File: config.mk
export PLATFORM = sky130hd
export DESIGN_NAME = sensor_scanner
export DESIGN_NICKNAME = d
export VERILOG_FILES = /design/src/rtl/sensor_scanner.sv
export SDC_FILE = /design/constraint.sdc
export NUM_CORES = 1
export LEC_CHECK = 0
export CAP_MARGIN = 20
export CORE_MARGIN = 2
export CORE_UTILIZATION = 55
export CTS_CLUSTER_SIZE = 40
export DETAILED_ROUTE_END_ITERATION = 12
export PLACE_DENSITY = 0.78
export SYNTH_ARGS = -nofsm -noshare
export SYNTH_HDL_FRONTEND = slang
export SYNTH_SLANG_ARGS = --single-unit
export TNS_END_PERCENT = 30
File: constraint.sdc
create_clock -name clk -period 2.35 [get_ports clk]
set_input_delay 0.47 -clock clk [delete_from_list [all_inputs] [get_ports clk]]
set_output_delay 0.47 -clock clk [all_outputs]
set_load 0.02 [all_outputs]
File: src/rtl/sensor_scanner.sv
// Round-robin scanner: steps an external 4:1 mux, runs an 8-bit serial ADC conversion per channel,
// and presents each sample as an atomic r0/check pair with valid/frame_done strobes.
module sensor_scanner #(
    parameter int SETTLE_CYCLES = 4
) (
    input  logic       clk,
    input  logic       reset,
    input  logic       enable,
    input  logic       adc_sdo,
    output logic       adc_cs_n,
    output logic       adc_sclk,
    output logic [1:0] mux_sel,
    output logic [7:0] r0,
    output logic [1:0] check,
    output logic       valid,
    output logic       frame_done,
    output logic       busy
);

    typedef enum logic [1:0] {
        IDLE    = 2'd0,
        SETTLE  = 2'd1,
        CONVERT = 2'd2,
        PRESENT = 2'd3
    } state_t;

    localparam logic [7:0] SETTLE_LAST = 8'(SETTLE_CYCLES - 1);

    state_t     state_r;
    logic [7:0] settle_cnt_r;
    logic [3:0] phase_r;
    logic [7:0] shift_r;

    // Scan FSM with all outputs registered; phase_r[0] is the half-bit (sclk low/high) phase.
    always_ff @(posedge clk or posedge reset) begin
        if (reset) begin
            state_r      <= IDLE;
            settle_cnt_r <= 8'd0;
            phase_r      <= 4'd0;
            shift_r      <= 8'd0;
            adc_cs_n     <= 1'b1;
            adc_sclk     <= 1'b0;
            mux_sel      <= 2'd0;
            r0           <= 8'd0;
            check        <= 2'd0;
            valid        <= 1'b0;
            frame_done   <= 1'b0;
            busy         <= 1'b0;
        end else begin
            valid      <= 1'b0;
            frame_done <= 1'b0;
            case (state_r)
                IDLE: begin
                    adc_cs_n <= 1'b1;
                    adc_sclk <= 1'b0;
                    if (enable) begin
                        state_r      <= SETTLE;
                        settle_cnt_r <= 8'd0;
                        busy         <= 1'b1;
                    end else begin
                        busy <= 1'b0;
                    end
                end
                SETTLE: begin
                    if (settle_cnt_r == SETTLE_LAST) begin
                        state_r  <= CONVERT;
                        phase_r  <= 4'd0;
                        shift_r  <= 8'd0;
                        adc_cs_n <= 1'b0;
                        adc_sclk <= 1'b0;
                    end else begin
                        settle_cnt_r <= settle_cnt_r + 8'd1;
                    end
                end
                CONVERT: begin
                    // Capture on the edge that ends each sclk-high clock.
                    if (phase_r[0]) begin
                        shift_r <= {shift_r[6:0], adc_sdo};
                    end else begin
                        shift_r <= shift_r;
                    end
                    if (phase_r == 4'd15) begin
                        state_r    <= PRESENT;
                        adc_cs_n   <= 1'b1;
                        adc_sclk   <= 1'b0;
                        r0         <= {shift_r[6:0], adc_sdo};
                        check      <= mux_sel;
                        valid      <= 1'b1;
                        frame_done <= (mux_sel == 2'd3);
                    end else begin
                        phase_r  <= phase_r + 4'd1;
                        adc_sclk <= ~phase_r[0];
                    end
                end
                PRESENT: begin
                    mux_sel <= mux_sel + 2'd1;
                    if (enable) begin
                        state_r      <= SETTLE;
                        settle_cnt_r <= 8'd0;
                    end else begin
                        state_r <= IDLE;
                        busy    <= 1'b0;
                    end
                end
                default: begin
                    state_r  <= IDLE;
                    adc_cs_n <= 1'b1;
                    adc_sclk <= 1'b0;
                    busy     <= 1'b0;
                end
            endcase
        end
    end

endmodule
==> summary by stage, run 1 <==
Layout
Registers take 952 um^2. For this run, the number of standard cells in the final layout without fillers is 255. Compared with the post-synthesis result, the final layout area differs by 17.5%. Leaving out fill and tap cells, the most frequent cells in the layout are nand2_1 (41), dfrtp_1 (37), clkdlybuf4s50_1 (20). Summing all non-filler instances in the final layout gives an area of 2250 um^2. The core occupancy in the finished layout is 0.676. The layout cell share with drive strength beyond 1 is 0.134.

The multi-input combinational cell area is 905 um^2. After filler insertion, the fill cell instance count of the layout stands at 264. The number of antenna diodes in the final layout is 0. At the end of the flow, the number of nets in the layout was 219. The library cell used most frequently in the layout, excluding fill and tap cells, is nand2_1.

GRT
The pin count of the biggest net entering global routing is 27. The via count of the first global-routing pass is 1,400. The first-pass GRT wire length is 6.76 mm. The initial antenna violation count is 0. Summed over all layers, the global routing overflow is 0. The global-route total usage across every layer is 0.219.

Placed design
After detailed placement, the total cell area comes to 2190 um^2. The HPWL reported at the end of detailed placement is 2.82 mm. The total placed cells including tap cells is 247.

The count of buffers from port buffering is 20. The weighted congestion at the end of routability-driven global placement is 0.856.

Worst setup path
The signal on the critical path passes through ha_2, or4b_4, o41a_4, nor3_2, mux2_1. The type of element capturing the critical path is a flop. The source of the worst register-to-register timing path is settle_cnt_r[0]$_DFFE_PP0P_. The reg-to-reg critical path endpoint is state_r[1]$_DFFE_PP0P_. For the worst setup path, the data arrival time is 2480 ps. The critical path in this run is classified as reg -> reg. On the worst path, the slowest cell contributes a delay of 510 ps. For the worst flop-to-flop path, the logic depth is 5. In this run the worst path has a maximum fanout of 6.

The worst endpoint required time is 2590 ps. Across all register-to-register paths, the minimum setup slack is 110 ps. The critical path startpoint category is a flop. The critical path's slowest cell is or4b_4.

Yosys
The synthesized design contains 0 enable-type register cells. In this run the cell area of the synthesized design comes to 1920 um^2. The share of flip-flops with an asynchronous set or reset after synthesis is 1.00.

Of the synthesized area, sequential elements account for 0.496. The leading register cell type out of synthesis is dfrtp_1. Of the total synthesized cell area, the portion taken by AND, OR, NAND and NOR gates is 0.215. The portion of synthesized area spent on multiplexers is 0.0228. After synthesis, the largest family of logic cells by area is simple AND/OR/NAND/NOR gates.

The number of different library cells used by synthesis comes to 46. The synthesized design contains 38 register bits. In this run the mean area of a mapped cell was 10.4 um^2. The xor-xnor portion of the synthesized cell area is 0.00913. The instance count of the mapped netlist is 185. The net count after synthesis is 196. The compound-gate portion of the synthesized area is 0.175.

The Yosys warning count is 0. Of the total synthesized cell area, the portion taken by full adders, half adders and majority gates is 0.0457.

Drt
The highest routed metal layer is met4. The initial DRC count is 78. In the detailed route, the total length drawn on met3 is 193 um. In the routed layout, each cell is associated on average with a via count of 5.93. The count of nets left with antenna violations once routing finished came out at 0. The post-detailed-routing wire length is 3.92 mm. After detailed routing, the number of remaining DRC violations is 0.

The length of routed met2 wiring is 1.88 mm. The total via count in the routed design is 1,511. The met1 layer wirelength in the final routing is 1.79 mm. For this run, the detailed router's first-pass iteration total came to 4. The routed length per placed instance is 15.4 um.

Pwr
The share of total power dissipated in sequential elements is 0.387. The total net switching power is 1.02 mW. The leakage dissipation is 1.01 nW. The share of total power dissipated in the clock network is 0.142. The peak supply drop is 720 uV.

The combinational fraction of design power is 0.471. The power density of the placed cells is 1090 nW/um^2. The total internal power is 1.45 mW. Of the total power, the share spent switching nets is 0.413.

STA
Setup violations remaining at the end of the flow were counted as 0. At the pin with the least slew margin, the transition time is 647 ps. The final clock skew is 8.10 ps.

In the finished design, the share of the clock period the worst path needs comes to 0.955. The worst hold margin is 464 ps. Counting I/O delays and the setup requirement, the final critical path takes 2240 ps. Setup repair after global routing left no endpoint under its margin. Measured against its own limit, the worst slew margin works out to 0.569. The number of max-slew violations in the final report is 0. The setup TNS after final layout is 0 ps. Static timing analysis puts the maximum clock frequency at 446 MHz. The hold violation total from the final report is 0.

Clock tree
Clock tree synthesis found a total of 38 sinks. The cell sitting at the root of the clock tree is a clkbuf_4. Clock latency on the worst-skew pair, taken at its later pin, is 340 ps. Once the clock tree was built, the setup fixing pass inserted 0 buffers. The clock-pin slew on the worst setup and hold paths is 110 ps. Counting along the longest clock path gives a buffer depth of 2. The TritonCTS clock tree is done. The number of H-tree levels is 2. The hold-fix buffer count after cts is 0. The total clock buffers created by CTS is 5.

Floorplan
The effective utilization at floorplan is 0.575. The core area is 3340 um^2. Row generation in the floorplan step produced 21 rows. The I/O pin count is 21.

The floorplan step defined a die boundary enclosing 3980 um^2. The chip height is 63.1 um. The width of the die is 63.1 um.

Outcome
The flow ran to the end, and the final reports show no timing, DRC or antenna violations.

Run
The max capacitance violation total is 0.

Min path
The path class of the tightest hold or removal check is in -> async.
repair_timing:
item | in CTS | in global routing
gates resized for setup | 0 | 2
endpoints found under the hold margin | 0 | 0
endpoints found under the setup margin | 0 | 4
cells in the mapped netlist (all sizes together), types with 3 or more instances:
cell type | count | area (um^2)
buf | 4 | 26.3
nand2 | 41 | 154
clkbuf | 7 | 26.3
ha | 7 | 87.6
nor4b | 3 | 26.3
dfrtp | 37 | 926
o21ai | 6 | 30.0
nand3 | 12 | 60.1
nor2b | 3 | 18.8
nor3 | 4 | 25.0
a21oi | 4 | 20.0
mux2 | 3 | 33.8
and2 | 4 | 25.0
inv | 4 | 15.0
o211ai | 3 | 22.5
and3 | 3 | 21.3
nand4b | 4 | 35.0
a22o | 3 | 26.3
o2bb2ai | 7 | 61.3
worst max-delay path by stage:
stage / slack, ps / to / start
after floorplan: 220 / state_r[1]$_DFFE_PP0P_ / settle_cnt_r[0]$_DFFE_PP0P_
after global placement: 180 / state_r[1]$_DFFE_PP0P_ / settle_cnt_r[0]$_DFFE_PP0P_
after detailed placement: 100 / state_r[1]$_DFFE_PP0P_ / settle_cnt_r[0]$_DFFE_PP0P_
after CTS: 70 / state_r[1]$_DFFE_PP0P_ / settle_cnt_r[0]$_DFFE_PP0P_
after global routing: 20 / phase_r[3]$_DFFE_PP0P_ / settle_cnt_r[0]$_DFFE_PP0P_
final: 110 / state_r[1]$_DFFE_PP0P_ / settle_cnt_r[0]$_DFFE_PP0P_
per-stage QoR:
step | worst slack (ps) | total power [mW]
3_5_place_dp | 101 | 2.10
5_1_grt | 20.4 | 2.65
6_report | 106 | 2.47
4_1_cts | 73.1 | 2.46
2_1_floorplan | 223 | 1.77
3_3_place_gp | 185 | 2.02
sequential cells by signal, summed over array words and instances (netlist names):
signal	count
r0	8
adc_sclk	1
adc_cs_n	1
settle_cnt_r	8
check	2
frame_done	1
valid	1
busy	1
shift_r	7
mux_sel	2
phase_r	4
state_r	2
layout make-up:
| class | instances | share of cell area |
|---|---|---|
| clock buffers | 7 | 0.0244 |
| flip-flops and latches | 38 | 0.422 |
| inverters | 4 | 0.00666 |
| clock inverters | 1 | 0.00222 |
| repair buffers | 27 | 0.118 |
| well taps | 46 | 0.0255 |
| multi-input cells | 132 | 0.401 |
cells by family after synthesis:
group                    count (synthesis)
flip-flops                              38
XOR/XNOR                                 2
buffers and inverters                   15
AO/OA/AOI/OAI                           38
adder cells (fa/ha/maj)                  7
multiplexers                             4
AND/OR/NAND/NOR                         81
metal layers:
layer,up-vias,track usage
met5,-,0
met4,0,0.0750
met3,7,0.0571
met2,49,0.358
met1,740,0.284
li1,715,-
power by group through the flow:
stage / sequential [mW] / combinational, mW / clock (mW)
after floorplan: 0.942 / 0.828 / 0
after global placement: 0.944 / 1.08 / 0
after detailed placement: 0.956 / 1.14 / 0
after CTS: 0.947 / 1.15 / 0.364
after global routing: 0.973 / 1.28 / 0.399
final: 0.953 / 1.16 / 0.351
worst max-delay path: cells and delay by family, from the launching register on:
family / cells / cell delay, ps
flops: 1 / 440
fa+ha+maj: 1 / 250
mux: 1 / 330
simple gates: 2 / 720
compound gates: 1 / 400
Power figures use the tool's default switching activity.
==> run 2: changes to the inputs <==
--- a/config.mk
+++ b/config.mk
@@ -8,6 +8,7 @@
 export CAP_MARGIN = 20
 export CORE_MARGIN = 2
 export CORE_UTILIZATION = 55
+export CTS_CLUSTER_DIAMETER = 30
 export CTS_CLUSTER_SIZE = 40
 export DETAILED_ROUTE_END_ITERATION = 12
 export PLACE_DENSITY = 0.78
==> results of run 2 <==
The final DEF is identical to that of run 1; final timing and power are the same.
